<file path="src/rtl/seq_scan_pkg.sv">
// rtl/seq_scan_pkg.sv - shared types and default constants for the serial scan controller
package seq_scan_pkg;

    typedef enum logic [1:0] {
        IDLE   = 2'd0,
        SHIFT  = 2'd1,
        REPORT = 2'd2
    } scan_state_t;

    localparam int                     DEF_WORD_W  = 8;
    localparam int                     DEF_PAT_LEN = 5;
    localparam logic [DEF_PAT_LEN-1:0] DEF_PATTERN = 5'b10010;
    localparam int                     DEF_CNT_W   = 4;
    localparam int                     FILL_W      = $clog2(DEF_PAT_LEN);

endpackage

</file>
<file path="src/rtl/pat_window_det.sv">
// rtl/pat_window_det.sv - bit-serial sliding-window pattern detector with fill tracking
module pat_window_det
    import seq_scan_pkg::*;
#(
    parameter int                 PAT_LEN = DEF_PAT_LEN,
    parameter logic [PAT_LEN-1:0] PATTERN = DEF_PATTERN
) (
    input  logic clk,
    input  logic rst,
    input  logic clr,
    input  logic bit_valid,
    input  logic bit_in,
    output logic hit
);

    localparam int             FW       = $clog2(PAT_LEN);
    localparam logic [FW-1:0]  FILL_MAX = FW'(PAT_LEN - 1);

    logic [PAT_LEN-2:0] r_hist;
    logic [FW-1:0]      r_fill;
    logic [PAT_LEN-1:0] w_window;

    // Window is the stored history plus the bit presented this cycle, oldest bit at the MSB.
    assign w_window = {r_hist, bit_in};

    // Fill saturates at PAT_LEN-1, so equality means the history holds a full prefix.
    assign hit = bit_valid && (r_fill == FILL_MAX) && (w_window == PATTERN);

    // History and fill advance on every presented bit; a hit does not clear them so matches overlap.
    always_ff @(posedge clk or posedge rst) begin
        if (rst) begin
            r_hist <= '0;
            r_fill <= '0;
        end else if (clr) begin
            r_hist <= '0;
            r_fill <= '0;
        end else if (bit_valid) begin
            r_hist <= w_window[PAT_LEN-2:0];
            if (r_fill != FILL_MAX) begin
                r_fill <= r_fill + 1'b1;
            end
        end
    end

endmodule

</file>
<file path="src/rtl/seq_scan_ctrl.sv">
// rtl/seq_scan_ctrl.sv - word-to-serial scan controller; SEQ_SCAN_CARRY_STATE_EN keeps detector history across words
module seq_scan_ctrl
    import seq_scan_pkg::*;
#(
    parameter int                 WORD_W  = DEF_WORD_W,
    parameter int                 PAT_LEN = DEF_PAT_LEN,
    parameter logic [PAT_LEN-1:0] PATTERN = DEF_PATTERN,
    parameter int                 CNT_W   = DEF_CNT_W
) (
    input  logic              clk,
    input  logic              rst,
    input  logic              in_valid,
    output logic              in_ready,
    input  logic [WORD_W-1:0] in_word,
    output logic              out_valid,
    input  logic              out_ready,
    output logic [CNT_W-1:0]  match_cnt,
    output logic              hit,
    output logic              busy
);

    localparam int                IDX_W    = $clog2(WORD_W);
    localparam logic [IDX_W-1:0]  LAST_IDX = IDX_W'(WORD_W - 1);
    localparam logic [CNT_W-1:0]  CNT_MAX  = '1;

    scan_state_t        r_state;
    scan_state_t        w_next_state;
    logic [WORD_W-1:0]  r_shreg;
    logic [IDX_W-1:0]   r_bit_idx;
    logic [CNT_W-1:0]   r_match_cnt;
    logic               w_accept;
    logic               w_bit_valid;
    logic               w_det_clr;
    logic               w_hit;
    logic               w_in_ready;
    logic               w_out_valid;
    logic               w_busy;

    assign w_accept    = (r_state == IDLE) && in_valid;
    assign w_bit_valid = (r_state == SHIFT);

`ifdef SEQ_SCAN_CARRY_STATE_EN
    assign w_det_clr = 1'b0;
`else
    assign w_det_clr = w_accept;
`endif

    pat_window_det #(
        .PAT_LEN (PAT_LEN),
        .PATTERN (PATTERN)
    ) u_det (
        .clk       (clk),
        .rst       (rst),
        .clr       (w_det_clr),
        .bit_valid (w_bit_valid),
        .bit_in    (r_shreg[WORD_W-1]),
        .hit       (w_hit)
    );

    // State register.
    always_ff @(posedge clk or posedge rst) begin
        if (rst) begin
            r_state <= IDLE;
        end else begin
            r_state <= w_next_state;
        end
    end

    // Next-state and handshake outputs.
    always_comb begin
        w_next_state = r_state;
        w_in_ready   = 1'b0;
        w_out_valid  = 1'b0;
        w_busy       = 1'b0;
        case (r_state)
            IDLE: begin
                w_in_ready = 1'b1;
                if (in_valid) begin
                    w_next_state = SHIFT;
                end
            end
            SHIFT: begin
                w_busy = 1'b1;
                if (r_bit_idx == LAST_IDX) begin
                    w_next_state = REPORT;
                end
            end
            REPORT: begin
                w_busy      = 1'b1;
                w_out_valid = 1'b1;
                if (out_ready) begin
                    w_next_state = IDLE;
                end
            end
            default: begin
                w_next_state = IDLE;
            end
        endcase
    end

    // Word shift register, bit index and saturating match counter.
    always_ff @(posedge clk or posedge rst) begin
        if (rst) begin
            r_shreg     <= '0;
            r_bit_idx   <= '0;
            r_match_cnt <= '0;
        end else if (w_accept) begin
            r_shreg     <= in_word;
            r_bit_idx   <= '0;
            r_match_cnt <= '0;
        end else if (r_state == SHIFT) begin
            r_shreg   <= {r_shreg[WORD_W-2:0], 1'b0};
            r_bit_idx <= r_bit_idx + 1'b1;
            if (w_hit && (r_match_cnt != CNT_MAX)) begin
                r_match_cnt <= r_match_cnt + 1'b1;
            end
        end
    end

    assign in_ready  = w_in_ready;
    assign out_valid = w_out_valid;
    assign busy      = w_busy;
    assign match_cnt = r_match_cnt;
    assign hit       = w_hit;

endmodule

</file>
<file path="config.mk">
export PLATFORM = sky130hd
export DESIGN_NAME = seq_scan_ctrl
export DESIGN_NICKNAME = d
export VERILOG_FILES = /design/src/rtl/seq_scan_pkg.sv /design/src/rtl/pat_window_det.sv /design/src/rtl/seq_scan_ctrl.sv
export SDC_FILE = /design/constraint.sdc
export NUM_CORES = 1
export LEC_CHECK = 0
export ABC_CLOCK_PERIOD_IN_PS = 1990
export BUFFER_PORTS_ARGS = -buffer_cell sky130_fd_sc_hd__buf_2
export CAP_MARGIN = 5
export CORE_MARGIN = 2
export CORE_UTILIZATION = 50
export DETAILED_ROUTE_END_ITERATION = 8
export MAX_ROUTING_LAYER = met4
export PLACE_DENSITY = 0.77
export REMOVE_ABC_BUFFERS = 1
export SLEW_MARGIN = 10
export SYNTH_ARGS = -nofsm -noshare
export SYNTH_HDL_FRONTEND = slang
export SYNTH_SLANG_ARGS = --single-unit
</file>
<file path="constraint.sdc">
create_clock -name clk -period 1.99 [get_ports clk]
set_input_delay 0.4975 -clock clk [delete_from_list [all_inputs] [get_ports clk]]
set_output_delay 0.4975 -clock clk [all_outputs]
set_load 0.02 [all_outputs]
</file>
# Word level (Yosys, flattened, before mapping)
# Index checks and enable logic that the tools add are counted.
[op_classes]
add_sub_neg = 3
n_eq_ne = 10
n_mux = 19
reduce_logical = 12
[op_table]
columns = ["cell", "n"]
rows = [
  ["4-bit 2-to-1 mux", 5],
  ["8-bit 2-to-1 mux", 2],
  ["3-bit 2-to-1 mux", 5],
  ["3-bit by 1-bit adder with 3-bit output, second input constant", 2],
  ["3-bit equality test, second input constant", 2],
  ["2-bit 2-to-1 mux", 3],
  ["2-bit != test, second input constant", 3],
  ["2-bit case mux with 3 select lines", 1],
  ["2-bit nonzero test", 3],
  ["5-bit equality test, second input constant", 1],
  ["4-bit by 1-bit adder with 4-bit output, second input constant", 1],
  ["1-bit logical AND", 4],
  ["4-bit != test, second input constant", 1],
  ["2-bit AND reduction", 2],
  ["1-bit 2-to-1 mux", 3],
  ["3-bit != test, second input constant", 1],
  ["3-bit AND reduction", 1],
  ["2-bit by 1-bit equality test with 1-bit output, second input constant", 1],
  ["2-bit equality test, second input constant", 1],
  ["2-bit logical NOT", 1],
  ["2-bit OR reduction", 1],
]
[totals]
ff_bits = 24
in_bits = 12
elab_cells = 50

# Depth between registers and ports, before layout
[depth]
ltp_word = 7
ltp_mapped = 6
mapped_depth_nobuf = 5

# Cells and area by module
# A second synthesis with hierarchy kept.
[unflattened]
hier_cells = 120
hier_area_um2 = 1267.5
[by_module_without_submodules]
columns = ["mod", "n_inst", "cells_per_inst", "area_per_inst_um2"]
rows = [
  ["seq_scan_ctrl", 1, 85, 879.6],
  ["pat_window_det", 1, 35, 387.9],
]

# Worst setup path before layout
# No wires, ideal clock.
[synth_timing]
path_type = "register to output"
from = "register u_det.r_hist[1]"
to = "output hit"
t_arrival_ns = 1.271
slack_ns = 0.222
stages_incl_launch_ff = 3
path_buffers = 0
cell_sequence = "dfrtp_1 > or4b_4 > nor2_1"
[synth_via]
elab_chain_cells = 2
[synth_rtl]
columns = ["element", "line_no", "text"]
rows = [
  ["from (decl)", "pat_window_det.sv:19", "logic [PAT_LEN-2:0] r_hist;"],
  ["from (signal assigned)", "pat_window_det.sv:38", "r_hist <= w_window[PAT_LEN-2:0];"],
  ["5-bit equality test", "pat_window_det.sv:27", "assign hit = bit_valid && (r_fill == FILL_MAX) && (w_window == PATTERN);"],
  ["1-bit logical AND", "pat_window_det.sv:27", ""],
  ["to (decl)", "seq_scan_ctrl.sv:18", "output logic hit,"],
]
# Every way passes these cells.

# Final worst setup path
[layout_timing]
from = "register u_det.r_hist[2]"
to = "output hit"
# The elaborated chain is that of the path after synthesis.

==> results.sh <==
export IMPL_seq_power_share_pct=38.7
export IMPL_swShare_pct=36.3
export IMPL_clock_root_buffer="clkbuf_4"
export IMPL_total_power_uw=2090
export IMPL_ys_async_sr_fraction_pct=100
export IMPL_fin_skew_ns=0.00726
export IMPL_avgSynthCellArea_um2=10.8
export IMPL_cts_tree="built"
export IMPL_hp_class="input pin to asynchronous set/reset pin"
export IMPL_stdcell_count=174
export IMPL_synth_edf_count=0
export IMPL_vdd_drop_max_v=0.000852
export IMPL_fill_cells=209
export IMPL_clkPwrFrac_pct=16.6
export IMPL_rows=18
export IMPL_area_growth_pct=22.5
export IMPL_initial_utilization_pct=51.4
export IMPL_fin_setup_tns_ns=-0.0329
export IMPL_dieArea_um2=2890
export IMPL_numCtsBuffers=3
export IMPL_seq_area_frac_synth_pct=48.5
export IMPL_maxCapViolCount=0
export IMPL_drive_gt1_share_pct=29.2
export IMPL_cp_arrival_ns=1.53
export IMPL_dr_pass1_iters=4
export IMPL_ys_seq_elements=24
export IMPL_syn_area_um2=1240
export IMPL_hold_viol=0
export IMPL_required_ns=1.49
export IMPL_p_leak_uw=0.000749
export IMPL_placedCellCount=163
export IMPL_seq_area_um2=601
export IMPL_top_usage_layer="met2"
export IMPL_fmax_mhz=494
export IMPL_yosys_warnings=0
export IMPL_multi_input_comb_area_um2=613
export IMPL_maxSlewViolCount=0
export IMPL_met2_usage_pct=35.4
export IMPL_grt_setup_unrepaired="true"
export IMPL_slew_headroom_pct=59.1
export IMPL_ctsHoldBuffers=0
export IMPL_finalNetCount=166
export IMPL_wl_mm=2.27
export IMPL_p_int_uw=1330
export IMPL_dp_hpwl_mm=1.57
export IMPL_synthXorXnorAreaFrac_pct=1.41
export IMPL_synth_mux_area_fraction_pct=13.1
export IMPL_post_route_min_period_ns=2.02
export IMPL_power_frac_comb_pct=44.8
export IMPL_antenna_found_initial=0
export IMPL_grt_max_degree=31
export IMPL_port_buffers=19
export IMPL_vias=941
export IMPL_drc=0
export IMPL_status="complete, but fails checks"
export IMPL_synth_top_family_by_area="simple AND/OR/NAND/NOR gates"
export IMPL_htreeDepth=1
export IMPL_grt_overflow=0
export IMPL_final_period_utilization_pct=102
export IMPL_grt_pass1_wl_mm=3.97
export IMPL_drt_first_iter_violations=16
export IMPL_finalSetupViolCount=1
export IMPL_clk_path_buf_depth=2
export IMPL_clk_latency_ns=0.31
export IMPL_core_area_um2=2410
export IMPL_synthFlopType="dfrtp_1"
export IMPL_worstSetupPathType="flip-flop to primary output"
export IMPL_gp_congestion=0.715
export IMPL_grtUsageMet1_pct=22.2
export IMPL_end_kind="primary output"
export IMPL_wl_per_cell_um=13.0
export IMPL_fp_dieW_um=53.8
export IMPL_num_antenna_cells=0
export IMPL_startpoint_type="flip-flop"
export IMPL_grt_pass1_vias=959
export IMPL_antenna_left=0
export IMPL_layout_setup_ws_ns=-0.0329
export IMPL_powerDensity_nw_per_um2=1380
export IMPL_synth_compound_area_share_pct=9.29
export IMPL_p_sw_uw=759
export IMPL_tightest_slew_ns=0.605
export IMPL_cp_max_fo=2
export IMPL_netlist_instances=115
export IMPL_pin_count=20
export IMPL_use_met3_pct=3.33
export IMPL_chipHeight_um=53.8
export IMPL_grtUsageTotal_pct=19.6
export IMPL_vias_per_cell=5.41
export IMPL_synth_cell_types=29
export IMPL_clk_pin_slew_ns=0.13
export IMPL_synthAdderAreaFrac_pct=9.09
export IMPL_numClockSinks=24
export IMPL_violations="negative setup slack"
export IMPL_synthSimpleGateAreaFrac_pct=14.4
[cells in the final DEF, fill, tap and decap left out, drive strengths merged]
master	netlist	final
inv	8	8
a222oi	1	1
a21boi	1	1
a31oi	2	2
a21oi	3	3
nand2b	1	1
nand4	1	1
and4	1	1
mux2i	14	14
mux2	2	2
and4b	1	1
dfrtp	24	24
clkbuf	3	3
nor3	1	1
and3	2	2
buf	2	30
ha	9	9
o31ai	2	2
nor2	10	10
xnor2	2	2
nand4b	1	1
o21ai	8	8
and2	1	1
nand2	8	8
and3b	1	1
nor4b	2	2
a211oi	2	2
or4	1	1
or4b	1	1
bufinv	0	1
[per-stage QoR]
| step | instance area (um2) | setup WS (ns) | hold WS [ns] | utilization [%] |
|---|---|---|---|---|
| finish | 1520 | -0.0329 | 0.199 | 63.0 |
| global route | 1520 | -0.109 | 0.213 | 63.0 |
| CTS | 1490 | -0.0330 | 0.203 | 62.0 |
| detailed placement | 1380 | 0.170 | 0.524 | 57.3 |
| global placement | 1380 | 0.233 | 0.507 | 57.3 |
| floorplan | 1220 | -0.333 | 0.491 | - |
[flip-flops by register name, summed over array words and instances (netlist names)]
signal,flops
r_shreg,8
r_bit_idx,3
match_cnt,4
u_det.r_hist,4
r_state,2
u_det.r_fill,3
[final timing paths]
check                               endpoint  slack, ns       startpoint  cells past startpoint
worst max-delay path                     hit      -0.03  u_det.r_hist[2]                      3
worst min-delay path              r_shreg[3]       0.20              rst                      3
worst max register to register  match_cnt[0]       0.13  u_det.r_fill[0]                      7
worst min register to register  match_cnt[3]       0.54     match_cnt[3]                      1
max in group asynchronous       match_cnt[1]       1.55              rst                      3
min in group clk                  r_shreg[0]       0.38       in_word[0]                      3
[power by group through the flow]
| stage | Sequential [uW] | Combinational [uW] | Clock (uW) |
|---|---|---|---|
| after global placement | 807 | 806 | 0 |
| after detailed placement | 820 | 846 | 0 |
| after CTS | 799 | 915 | 355 |
| final | 808 | 936 | 346 |
| after floorplan | 785 | 660 | 0 |
| after global routing | 831 | 1060 | 381 |
[Yosys cell counts, types with 2 or more instances]
library cell	count	area share, %
a31oi_1	2	1.0
nor4b_1	2	1.4
ha_1	9	9.1
a21oi_1	3	1.2
dfrtp_1	24	48
nor2_1	10	3.0
and3_1	2	1.0
mux2_2	2	1.8
buf_2	2	0.81
a211oi_1	2	1.2
clkbuf_1	3	0.91
nand2_1	8	2.4
inv_1	8	2.4
mux2i_1	14	11
o21ai_0	8	3.2
xnor2_1	2	1.4
o31ai_1	2	1.2
[layer usage]
| layer | routed length [um] | vias up |
|---|---|---|
| met5 | 0 | - |
| met2 | 1190 | 19 |
| met1 | 992 | 458 |
| met4 | 14 | 0 |
| li1 | - | 462 |
| met3 | 70 | 2 |
[repair_timing]
action,4_1_cts,5_1_grt
buffers inserted,6,1
cloned,0,0
pin swaps,2,1
setup endpoints to repair,1,2
gates resized for setup,5,4
[final cells by class]
type / count / area share (%)
multi-input combinational: 78 / 40.4
timing repair buffer: 30 / 12.1
tap: 30 / 2.47
clock buffer: 3 / 1.48
sequential: 24 / 39.6
clock inverter: 1 / 1.98
inverter: 8 / 1.98
[critical path: stages, from the launching register on]
cell and delay [ns]:
dfrtp_1 0.41, or4b_4 0.56, nor2_4 0.12, buf_6 0.12
[kinds of logic (layout without fill, tap and decap cells)]
group | Yosys count | after routing
and+or+nand+nor | 32 | 32
DFF | 24 | 24
AOI/OAI and AO/OA | 19 | 19
muxes | 16 | 16
buffers and inverters | 13 | 42
adders and majority gates | 9 | 9
xor gates and xnor gates | 2 | 2
(Power assumes the default switching activity.)
